## config.mk

```make
export PLATFORM = sky130hd
export DESIGN_NAME = uart_rx_flat
export DESIGN_NICKNAME = d
export VERILOG_FILES = /design/src/rtl/uart_rx_if.sv /design/src/rtl/uart_rx.sv /design/src/flat_wrapper.sv
export SDC_FILE = /design/constraint.sdc
export NUM_CORES = 1
export LEC_CHECK = 0
export CELL_PAD_IN_SITES_DETAIL_PLACEMENT = 0
export CELL_PAD_IN_SITES_GLOBAL_PLACEMENT = 2
export CORE_ASPECT_RATIO = 1.5
export CORE_MARGIN = 3
export CORE_UTILIZATION = 35
export DETAILED_ROUTE_END_ITERATION = 10
export GPL_TIMING_DRIVEN = 0
export PLACE_DENSITY_LB_ADDON = 0.05
export SYNTH_ARGS = -nofsm -noshare
export SYNTH_HDL_FRONTEND = slang
export SYNTH_SLANG_ARGS = --single-unit
```

## constraint.sdc

```tcl
create_clock -name sysclk_in -period 2.5 [get_ports sysclk_in]
set_input_delay 0.5 -clock sysclk_in [delete_from_list [all_inputs] [get_ports sysclk_in]]
set_output_delay 0.5 -clock sysclk_in [all_outputs]
set_load 0.02 [all_outputs]
```

## src/rtl/uart_rx_if.sv

```systemverilog
// Receive-side output bundle of uart_rx: the received word plus its status pulses.
// The receiver drives it (master); the downstream FIFO/register bank listens (slave).
`timescale 1ns/1ps
interface uart_rx_if #(
    parameter int DATA_BITS = 8
);
    logic [DATA_BITS-1:0] rx_data_out;
    logic                 rx_valid_out;
    logic                 rx_frame_err_out;
    logic                 rx_busy_out;

    modport master (
        output rx_data_out,
        output rx_valid_out,
        output rx_frame_err_out,
        output rx_busy_out
    );

    modport slave (
        input rx_data_out,
        input rx_valid_out,
        input rx_frame_err_out,
        input rx_busy_out
    );
endinterface

```

## src/rtl/uart_rx.sv

```systemverilog
// UART receiver: 2-FF input synchroniser, start-bit qualification at half a bit,
// mid-bit data sampling on an oversampling tick, framing-error detection and break hold-off.
`timescale 1ns/1ps
module uart_rx #(
    parameter int OVERSAMPLING = 8,
    parameter int DATA_BITS    = 8
) (
    input  logic      sysclk_in,
    input  logic      rst_in,
    input  logic      baud_tick_in,
    input  logic      rx_serial_in,
    uart_rx_if.master rx_if
);
    localparam int CNT_W = $clog2(OVERSAMPLING);
    localparam int IDX_W = (DATA_BITS > 1) ? $clog2(DATA_BITS) : 1;

    localparam logic [CNT_W-1:0] CNT_HALF = CNT_W'(OVERSAMPLING / 2 - 1);
    localparam logic [CNT_W-1:0] CNT_LAST = CNT_W'(OVERSAMPLING - 1);
    localparam logic [IDX_W-1:0] IDX_LAST = IDX_W'(DATA_BITS - 1);

    typedef enum logic [2:0] {
        ST_IDLE,
        ST_START,
        ST_DATA,
        ST_STOP,
        ST_BREAK
    } state_t;

    logic                 r_sync_meta;
    logic                 r_sync;
    state_t               r_state;
    logic [CNT_W-1:0]     r_cnt;
    logic [IDX_W-1:0]     r_idx;
    logic [DATA_BITS-1:0] r_shift;
    logic [DATA_BITS-1:0] r_data;
    logic                 r_valid;
    logic                 r_err;

    state_t               w_state_nxt;
    logic [CNT_W-1:0]     w_cnt_nxt;
    logic [IDX_W-1:0]     w_idx_nxt;
    logic [DATA_BITS-1:0] w_shift_nxt;
    logic [DATA_BITS-1:0] w_data_nxt;
    logic                 w_valid_nxt;
    logic                 w_err_nxt;
    logic                 w_busy;

    // Idle-high line, so both stages come out of reset at 1 to avoid a false start.
    always_ff @(posedge sysclk_in) begin
        if (rst_in) begin
            r_sync_meta <= 1'b1;
            r_sync      <= 1'b1;
        end else begin
            // NOTE: non-blocking so every flop samples the pre-edge value; blocking here would collapse the two stages into one.
            r_sync_meta <= rx_serial_in;
            r_sync      <= r_sync_meta;
        end
    end

    always_ff @(posedge sysclk_in) begin
        if (rst_in) begin
            r_state <= ST_IDLE;
            r_cnt   <= '0;
            r_idx   <= '0;
            r_shift <= '0;
            r_data  <= '0;
            r_valid <= 1'b0;
            r_err   <= 1'b0;
        end else begin
            r_state <= w_state_nxt;
            r_cnt   <= w_cnt_nxt;
            r_idx   <= w_idx_nxt;
            r_shift <= w_shift_nxt;
            r_data  <= w_data_nxt;
            r_valid <= w_valid_nxt;
            r_err   <= w_err_nxt;
        end
    end

    always_comb begin
        // NOTE: every output gets a default before the case, so no path leaves one unassigned and no latch is inferred.
        w_state_nxt = r_state;
        w_cnt_nxt   = r_cnt;
        w_idx_nxt   = r_idx;
        w_shift_nxt = r_shift;
        w_data_nxt  = r_data;
        w_valid_nxt = 1'b0;
        w_err_nxt   = 1'b0;

        if (baud_tick_in) begin
            unique case (r_state)
                ST_IDLE: begin
                    if (!r_sync) begin
                        w_state_nxt = ST_START;
                        w_cnt_nxt   = '0;
                    end
                end
                ST_START: begin
                    if (r_cnt == CNT_HALF) begin
                        w_cnt_nxt = '0;
                        if (!r_sync) begin
                            w_state_nxt = ST_DATA;
                            w_idx_nxt   = '0;
                        end else begin
                            w_state_nxt = ST_IDLE;
                        end
                    end else begin
                        w_cnt_nxt = r_cnt + CNT_W'(1);
                    end
                end
                ST_DATA: begin
                    if (r_cnt == CNT_LAST) begin
                        w_shift_nxt[r_idx] = r_sync;
                        w_cnt_nxt          = '0;
                        if (r_idx == IDX_LAST) begin
                            w_state_nxt = ST_STOP;
                        end else begin
                            w_idx_nxt = r_idx + IDX_W'(1);
                        end
                    end else begin
                        w_cnt_nxt = r_cnt + CNT_W'(1);
                    end
                end
                ST_STOP: begin
                    // Leaving at mid-stop lets a start bit right after the stop bit be caught.
                    if (r_cnt == CNT_LAST) begin
                        w_cnt_nxt = '0;
                        if (r_sync) begin
                            w_data_nxt  = r_shift;
                            w_valid_nxt = 1'b1;
                            w_state_nxt = ST_IDLE;
                        end else begin
                            w_err_nxt   = 1'b1;
                            w_state_nxt = ST_BREAK;
                        end
                    end else begin
                        w_cnt_nxt = r_cnt + CNT_W'(1);
                    end
                end
                ST_BREAK: begin
                    if (r_sync) begin
                        w_state_nxt = ST_IDLE;
                    end
                end
                default: begin
                    w_state_nxt = ST_IDLE;
                end
            endcase
        end
    end

    assign w_busy = (r_state != ST_IDLE);

    assign rx_if.rx_data_out      = r_data;
    assign rx_if.rx_valid_out     = r_valid;
    assign rx_if.rx_frame_err_out = r_err;
    assign rx_if.rx_busy_out      = w_busy;
endmodule

```

## src/flat_wrapper.sv

```systemverilog
// flat-port wrapper written by rule: the top's interface ports become plain ports
module uart_rx_flat 
#(
    parameter int OVERSAMPLING = 8,
    parameter int DATA_BITS    = 8
)
  (sysclk_in, rst_in, baud_tick_in, rx_serial_in, rx_if_rx_data_out, rx_if_rx_valid_out, rx_if_rx_frame_err_out, rx_if_rx_busy_out);
  uart_rx_if #(.DATA_BITS(DATA_BITS)) rx_if_i ();
  input  logic sysclk_in;
  input  logic rst_in;
  input  logic baud_tick_in;
  input  logic rx_serial_in;
  output wire logic [$bits(rx_if_i.rx_data_out)-1:0] rx_if_rx_data_out;
  output wire logic [$bits(rx_if_i.rx_valid_out)-1:0] rx_if_rx_valid_out;
  output wire logic [$bits(rx_if_i.rx_frame_err_out)-1:0] rx_if_rx_frame_err_out;
  output wire logic [$bits(rx_if_i.rx_busy_out)-1:0] rx_if_rx_busy_out;
  assign rx_if_rx_data_out = rx_if_i.rx_data_out;
  assign rx_if_rx_valid_out = rx_if_i.rx_valid_out;
  assign rx_if_rx_frame_err_out = rx_if_i.rx_frame_err_out;
  assign rx_if_rx_busy_out = rx_if_i.rx_busy_out;
  uart_rx #(.OVERSAMPLING(OVERSAMPLING), .DATA_BITS(DATA_BITS)) u_core (.sysclk_in(sysclk_in), .rst_in(rst_in), .baud_tick_in(baud_tick_in), .rx_serial_in(rx_serial_in), .rx_if(rx_if_i));
endmodule
```

== Word-level counts from Yosys, hierarchy flattened ==
Index checks and enable logic that the tools add are counted.

* Bits in registers: 29
* Bits of input ports: 4
* Output and inout port bits: 11
* Logic and storage cells: 65

* Add/subtract/negate cells: 2
* Order comparisons: 2
* Equality and inequality tests: 15
* Mux-type cells: 22
* Bitwise logic cells: 3
* Reduce and logical (&&, ||, !) cells: 12

{| class="wikitable"
|+ Operator list
! operator !! count
|-
| 3-bit 2-to-1 mux || 13
|-
| 3-bit case mux with 5 select lines || 1
|-
| 2-bit by 1-bit != test with 1-bit output, second input constant || 5
|-
| 3-bit by 2-bit equality test with 1-bit output, second input constant || 3
|-
| 3-bit equality test, second input constant || 3
|-
| 3-bit case mux with 3 select lines || 1
|-
| 8-bit bitwise mux || 1
|-
| 7-bit AND reduction || 1
|-
| 3-bit by 1-bit adder with 3-bit output, second input constant || 2
|-
| 2-bit != test, second input constant || 3
|-
| 3-bit case mux with 2 select lines || 1
|-
| 3-bit AND reduction || 2
|-
| 6-bit AND reduction || 1
|-
| 3-bit nonzero test || 2
|-
| 3-bit by 4-bit < comparator with 1-bit output, second input constant || 1
|-
| 4-bit AND reduction || 1
|-
| 4-bit OR reduction || 1
|-
| 1-bit demux with 3-bit select || 1
|-
| 3-bit by 1-bit equality test with 1-bit output, second input constant || 1
|-
| 3-bit by 1-bit >= comparator with 1-bit output, second input constant || 1
|-
| 3-bit logical NOT || 1
|-
| 1-bit 2-to-1 mux || 3
|-
| 1-bit NOT || 3
|-
| 2-bit 2-to-1 mux || 1
|-
| other kinds (3) || 3
|}

== Depth between registers and ports, before layout ==
Gate-level depths: netlist of the first run.

* Word-level depth: 5
* Mapped depth: 7

== Least setup slack after synthesis of the first run ==
Ideal clock, no wire load.

* Path type: flip-flop to flip-flop
* From: register u_core.r_cnt[0]
* To: register u_core.r_state[2]
* Arrival: 1.717 ns
* Data required time: 2.379 ns
* Slack: 0.662 ns
* Cell stages (with the launch flop): 7
* Path buffers: 0
* Clock period less this slack: 1.838 ns
* Cell sequence: dfxtp_1 -> ha_1 -> ha_1 -> and2_1 -> o41a_1 -> o211ai_2 -> mux2_4

* Longest elaborated chain between the ends: 3
* Elaborated cells on any way between the ends: 6
* Classes of those cells: eq/ne: 5; reduce/logical: 1

{| class="wikitable"
|+ Ends and longest elaborated chain
! item !! RTL line !! RTL
|-
| start: declaration || uart_rx.sv:32 || <nowiki>logic [CNT_W-1:0] r_cnt;</nowiki>
|-
| start signal: assignment || uart_rx.sv:71 || <nowiki>r_cnt <= w_cnt_nxt;</nowiki>
|-
| 3-bit equality test / 3-bit by 2-bit equality test with 1-bit output (equally long branches) || uart_rx.sv:112, uart_rx.sv:126, uart_rx.sv:99 ||
|-
| 2-bit by 1-bit != test with 1-bit output (no line) || n/a ||
|-
| 7-bit AND reduction (no line) (*) || n/a ||
|-
| end signal: assignment || uart_rx.sv:70 || <nowiki>r_state <= w_state_nxt;</nowiki>
|-
| end: declaration || uart_rx.sv:31 || <nowiki>state_t r_state;</nowiki>
|}

Every way passes the cells marked *; elsewhere a longest branch is shown, timed or not.
A chain may end at the register's enable or synchronous reset.

== Worst setup path after layout of the first run ==
* From: register u_core.r_state[0]
* To: output port rx_if_rx_busy_out

* Longest elaborated chain between the ends: 1

{| class="wikitable"
|+ Ends and longest elaborated chain
! item !! RTL line !! RTL
|-
| 3-bit nonzero test || uart_rx.sv:152 || <nowiki>assign w_busy = (r_state != ST_IDLE);</nowiki>
|-
| end: declaration || flat_wrapper.sv:16 || <nowiki>output wire logic [$bits(rx_if_i.rx_busy_out)-1:0] rx_if_rx_busy_out;</nowiki>
|}

Every way passes these cells.

==> results of run 1 <==
## cell families after synthesis
group / Yosys count / synth area share
AO/OA/AOI/OAI: 12 / 0.07260
adder cells (fa/ha/maj): 7 / 0.06050
buffers and inverters: 12 / 0.04148
flip-flops: 29 / 0.4010
multiplexers: 23 / 0.1625
AND/OR/NAND/NOR: 67 / 0.2619
## worst paths after layout
path | startpoint | endpoint | slack, ns | cells past startpoint
max | u_core.r_state[0] | rx_if_rx_busy_out | 0.22 | 3
min | u_core.r_sync_meta | u_core.r_sync | 0.41 | 1
max reg2reg | u_core.r_cnt[0] | u_core.r_state[2] | 0.51 | 6
min reg2reg | u_core.r_sync_meta | u_core.r_sync | 0.41 | 1
## power by group through the flow
stage	logic, W	registers, W	clock network, W
global placement	0.0000528	0.000481	0
detailed placement	0.0000536	0.000482	0
floorplan	0.0000348	0.000480	0
CTS	0.0000536	0.000471	0.000383
finish	0.0000531	0.000471	0.000367
global route	0.0000585	0.000472	0.000400
## routing by layer
metal / routed length [um] / GRT usage / vias to the layer above
met4: 78 / 0.06329 / 0
met3: 88 / 0.03692 / 7
met1: 1326 / 0.1595 / 524
met5: 0 / 0 / -
met2: 1545 / 0.2238 / 15
li1: - / - / 557
## cell usage after synthesis (all sizes together)
| library cell | instances |
|---|---|
| buf | 4 |
| a32oi | 1 |
| o21a | 1 |
| and2 | 1 |
| o221ai | 1 |
| a21bo | 1 |
| nand4 | 2 |
| or2b | 2 |
| ha | 7 |
| or3 | 1 |
| clkbuf | 4 |
| a22oi | 1 |
| and4b | 1 |
| or2 | 2 |
| nor4b | 1 |
| mux2 | 1 |
| nand4b | 2 |
| o211ai | 1 |
| o41a | 1 |
| nor3b | 4 |
| nand2 | 7 |
| o21ai | 2 |
| mux2i | 22 |
| nand3b | 1 |
| and2b | 1 |
| a221oi | 1 |
| nand2b | 6 |
| a211o | 1 |
| nor2b | 4 |
| nor2 | 24 |
| nand3 | 2 |
| inv | 4 |
| and3 | 3 |
| nor3 | 3 |
| dfxtp | 29 |
| a21oi | 1 |
## sequential cells by signal, indices dropped and copies added, names as in the netlist, 3 cells and up
| register | count |
|---|---|
| u_core.rx_if.rx_data_out | 8 |
| u_core.r_idx | 3 |
| u_core.r_shift | 8 |
| u_core.r_state | 3 |
| u_core.r_cnt | 3 |
## critical path, stage by stage, from the launching register on
cell and delay (ns):
dfxtp_1 0.37, clkbuf_2 0.23, or3_1 0.37, clkdlybuf4s50_1 0.54
## layout make-up
cell class,instances,area [um2]
fillers,407,2232
multi-input cells,109,807.0
flip-flops and latches,29,580.6
repair buffers,14,140.1
clock buffers,6,72.57
well taps,45,56.30
plain buffers,8,45.04
inverters,4,15.01
clock inverters,2,10.01
## through the flow
| stage | util | std cells |
|---|---|---|
| 2_1_floorplan | - | 150 |
| 3_3_place_gp | 0.4153 | 209 |
| 3_5_place_dp | 0.4153 | 209 |
| 4_1_cts | 0.4362 | 217 |
| 5_1_grt | 0.4362 | 217 |
| 6_report | 0.4362 | 217 |
## layout by cell type (no fill, tap or decap), types with 3 or more instances in the layout
cell             instances
nand2_1                  7
inv_1                    4
ha_1                     7
mux2i_1                 22
nor3_1                   3
nor2b_1                  4
nor2_1                  24
nand2b_1                 6
nor3b_1                  4
clkbuf_8                 5
clkbuf_1                 4
clkdlybuf4s50_1         14
dfxtp_1                 29
==> results.md, run 1 <==
- Result of the run: completed
- Vert. Die Dim: approximately 85 um
- Final count of negative-setup-slack endpoints: 0
- Clk buf depth: 2
- Setup TNS: 0 ns
- Total detailed-routing wirelength: about 3000 um
- Total vias in the final route: around 1100
- Number of ports placed on the die boundary: 15
- Input/output buffers: 14
- Post-synthesis sequential element count: 29
- Die Wd: around 60 um
- 1st-iter DRT viols: 13
- Quantity of gates resized following cts: 0
- Class of the tightest hold or removal check: reg -> reg
- Kind of start point of the critical path: flop
- Combinational share of power: 0.060
- Setup Slack @ Placement: between 0.3 and 0.4 ns
- Total number of nets in the final design: around 180
- Crit path capture type: output pin
- Leak pwr: slightly above 0.7 nW
- Layout Area Growth over Synthesis: 19.27%
- DR WL/cell: about 14 um
- Post-route DRC violation count: 0
- Design Power: 0.0008917 W
- Num CTS Buffers: 5
- Cell area after layout: about 1700 um2
- Slew at the pin closest to its max-slew limit: between 0.4 and 0.5 ns
- Portion of total power attributed to the clock network: 0.412
- Slew Limit Fails: 0
- Clock Latency Late Sink: 0.28 ns
- Total global routing overflow: 0
- Fin worst setup slack: 0.2235 ns
- Unique cell type count in the Yosys netlist: 41
- NetSw: between 0.0002 and 0.00025 W
- Number of H-tree branching levels: 2
- First-pass iteration count of the detailed router: 4
- Top achievable clock speed: between 400 and 500 MHz
- Power per Cell Area: a little over 500 nW/um2
- Tcrit/Tclk final: 0.9106
- Synthesized Nets: roughly 160
- Number of antenna cells inserted: 0
- Warnings from Yosys: 0
- Clock sink total: 29
- Critical Path Fanout Max: 10
- Critical path start-end classification: reg -> out
- Weighted congestion reported at the end of routability-driven placement: between 0.7 and 0.8
- Number of hold buffers added after cts: 0
- Post-Route Skew: 0.005007 ns
- Pint: approximately 0.0007 W
- Share of the synthesized area in the top cell type: 0.4010
- Number of antenna violations at the first check in global routing: 0
- Crit path time final: ~2.3 ns
- Number of standard cells after synthesis: 150
- Clock tree from TritonCTS: yes
- Number of hold violations in the final report: 0
- Remaining max-slew budget at the tightest pin: 0.6822
- Biggest area contributors in the synthesized netlist: dfxtp_1 40%, mux2i_1 15%, nor2_1 6.2%
- Site Rows: 28
- Post-CTS setup buffer count: 0
- Switching power as a share of total power: 0.2358
- Data arrival time of the worst path: around 1.8 ns
- Post-detailed-route via-to-cell ratio: ~5.1
- Layout cell share with drive strength beyond 1: 0.1221
- Root buf cell: clkbuf_8
- Cell area after synthesis: about 1400 um2
- Avg Synthesized Cell Area: roughly 9.7 um2
- Part of the Yosys area used for sequential elements: 0.4010
- CORE AREA: 3959 um2
- Half-perimeter wire length after detailed placement: around 2200 um
- Antenna violation net count after detailed routing: 0
- WP data required: 2.00 ns
- Combined global-route utilization of all metal layers: 0.1360
- Via count of the first global-routing pass: between 1000 and 1500
- Most area-hungry cell type in the Yosys netlist: dfxtp_1
- Proportion of power drawn by flip-flops and latches: 0.529
- Post-DP Area: around 1600 um2
- VDD IR-drop max: ~0.45 mV
- Pin count of the biggest net entering global routing: 11
- Floorplan die area: approximately 5000 um2
- Worst hold slack: roughly 0.41 ns
- Worst-path clk slew: approximately 0.060 ns
- Initial core utilization: 0.3657
- RSZ-0062 raised after global routing: no
- Global-route wire length before repair: between 5000 and 6000 um
- Max Cap Violations: 0
No activity file was read; power rests on OpenSTA's default activity.
==> inputs of run 2 (changes only) <==
--- a/constraint.sdc
+++ b/constraint.sdc
@@ -3,2 +3,2 @@
 set_output_delay 0.5 -clock sysclk_in [all_outputs]
-set_load 0.02 [all_outputs]
+set_load 0.05 [all_outputs]
==> run 2 against run 1 <==
  * Non-clock buffer count unchanged
  * Die area unchanged
  * Clock skew unchanged
  * Combinational power increased by 4.9%
  * Cell area increased by 0.14%
  * Critical path type unchanged
  * Largest power group unchanged
==> results.md, run 2 (synthesis results as in run 1) <==
- Leak pwr: 0.7270 nW
- Floorplan die area: roughly 5000 um2
- Highest cell delay on the worst timing path: about 0.44 ns
- CORE AREA: just under 4000 um2
- Critical path, cell by cell: clkbuf_2, or3_1, dlymetal6s2s_1
- Weighted congestion reported at the end of routability-driven placement: between 0.7 and 0.8
- Number of ports placed on the die boundary: 15
- Cell total after placement: approximately 210
- Worst-path clk slew: around 0.060 ns
- Total global routing overflow: 0
- Post-Route Skew: around 0.0050 ns
- Input/output buffers: 14
- Data arrival time of the worst path: approximately 1.5 ns
- Layout Area Growth over Synthesis: 19.45%
- Initial core utilization: 0.3657
- Antenna violation net count after detailed routing: 0
- RSZ-0062 raised after global routing: no
- Metal-1 WL: between 1000 and 1500 um
- Num CTS Buffers: 5
- Kind of start point of the critical path: flop
- DR WL/cell: about 14 um
- First-pass iteration count of the detailed router: 4
- Half-perimeter wire length after detailed placement: 2227 um
- Layout cell share with drive strength beyond 1: 0.1221
- Non-filler instance count after layout: between 200 and 250
- Power per Cell Area: approximately 520 nW/um2
- WP data required: about 2 ns
- Met2 Wirelength: about 1500 um
- Total detailed-routing wirelength: 3040 um
- Crit path time final: 2.045 ns
- Worst hold slack: 0.4098 ns
- Post-detailed-route via-to-cell ratio: about 5.1
- Pin count of the biggest net entering global routing: 11
- Clock sink total: 29
- Kind of cell adding the most delay to the critical path: buffers and inverters
- Most common cell after layout, fill and taps aside: dfxtp_1
- Max Cap Violations: 0
- Count of buffering cells on the critical path with inverters included: 2
- Top achievable clock speed: just under 500 MHz
- Site Rows: 28
- Slew at the pin closest to its max-slew limit: 0.5021 ns
- Critical-path cell with the highest stage delay: dfxtp_1
- Clock tree from TritonCTS: yes
- Combined global-route utilization of all metal layers: 0.1360
- Post-route DRC violation count: 0
- Max Used Layer: met4
- Number of H-tree branching levels: 2
- Critical path start-end classification: reg -> out
- Number of hold buffers added after cts: 0
- Tcrit/Tclk final: 0.8178
- 1st-iter DRT viols: 13
- Number of antenna violations at the first check in global routing: 0
- Crit path capture type: output pin
- Clock Latency Late Sink: roughly 0.28 ns
- Highest-count cells in the layout ignoring fill and taps: 29 x dfxtp_1, 24 x nor2_1, 22 x mux2i_1, 13 x clkdlybuf4s50_1
- Class of the tightest hold or removal check: reg -> reg
- Total number of nets in the final design: 182
- Wire length on met3: about 90 um
- Clk buf depth: 2
- Quantity of gates resized following cts: 0
- Final count of negative-setup-slack endpoints: 0
- Number of hold violations in the final report: 0
- Root buf cell: clkbuf_8
- Critical Path Fanout Max: 10
- Number of antenna cells inserted: 0
- Via count of the first global-routing pass: 1089
- Slew Limit Fails: 0
- Die Wd: a little under 60 um
- Post-CTS setup buffer count: 0
- Total vias in the final route: around 1100
- Setup TNS: 0 ns
- Result of the run: completed
- Remaining max-slew budget at the tightest pin: 0.6642
- Vert. Die Dim: ~85 um
- Global-route wire length before repair: roughly 5000 um
- VDD IR-drop max: between 0.4 and 0.5 mV
run 2: path summary, 6_finish.rpt:
check	start	end	slack [ns]	depth (start not counted)
setup reg to reg	u_core.r_cnt[0]	u_core.r_state[2]	0.51	6
hold / removal	u_core.r_sync_meta	u_core.r_sync	0.41	1
hold reg to reg	u_core.r_sync_meta	u_core.r_sync	0.41	1
setup / recovery	u_core.r_state[0]	rx_if_rx_busy_out	0.46	3
run 2: area by class of cell:
class | count | area [um2]
Multi-Input combinational cell | 109 | 807.0
Inverter | 4 | 15.01
Clock buffer | 6 | 72.57
Fill cell | 406 | 2230
Tap cell | 45 | 56.30
Buffer | 8 | 45.04
Timing Repair Buffer | 14 | 142.6
Clock inverter | 2 | 10.01
Sequential cell | 29 | 580.6
run 2: metrics by stage:
step                      total power (W)  setup slack (ns)  cell area [um2]    util
after floorplan                 0.0005177            0.6623             1448       -
after global placement          0.0005369            0.3614             1644  0.4153
after detailed placement        0.0005381            0.3572             1644  0.4153
after CTS                       0.0009106           0.04955             1727  0.4362
after global routing            0.0009329            0.3762             1729  0.4368
final                           0.0008943            0.4555             1729  0.4368
run 2: per-layer routing:
metal | track usage | vias to the layer above
met2 | 0.2238 | 15
met1 | 0.1595 | 524
li1 | - | 557
met5 | 0 | -
met3 | 0.03692 | 7
met4 | 0.06329 | 0
run 2: report_power, final:
part / switching, W / internal, W
Combinational: 0.0000335 / 0.0000222
Clock: 0.000175 / 0.000192
Sequential: 0.00000479 / 0.000467
Total: 0.000213 / 0.000681
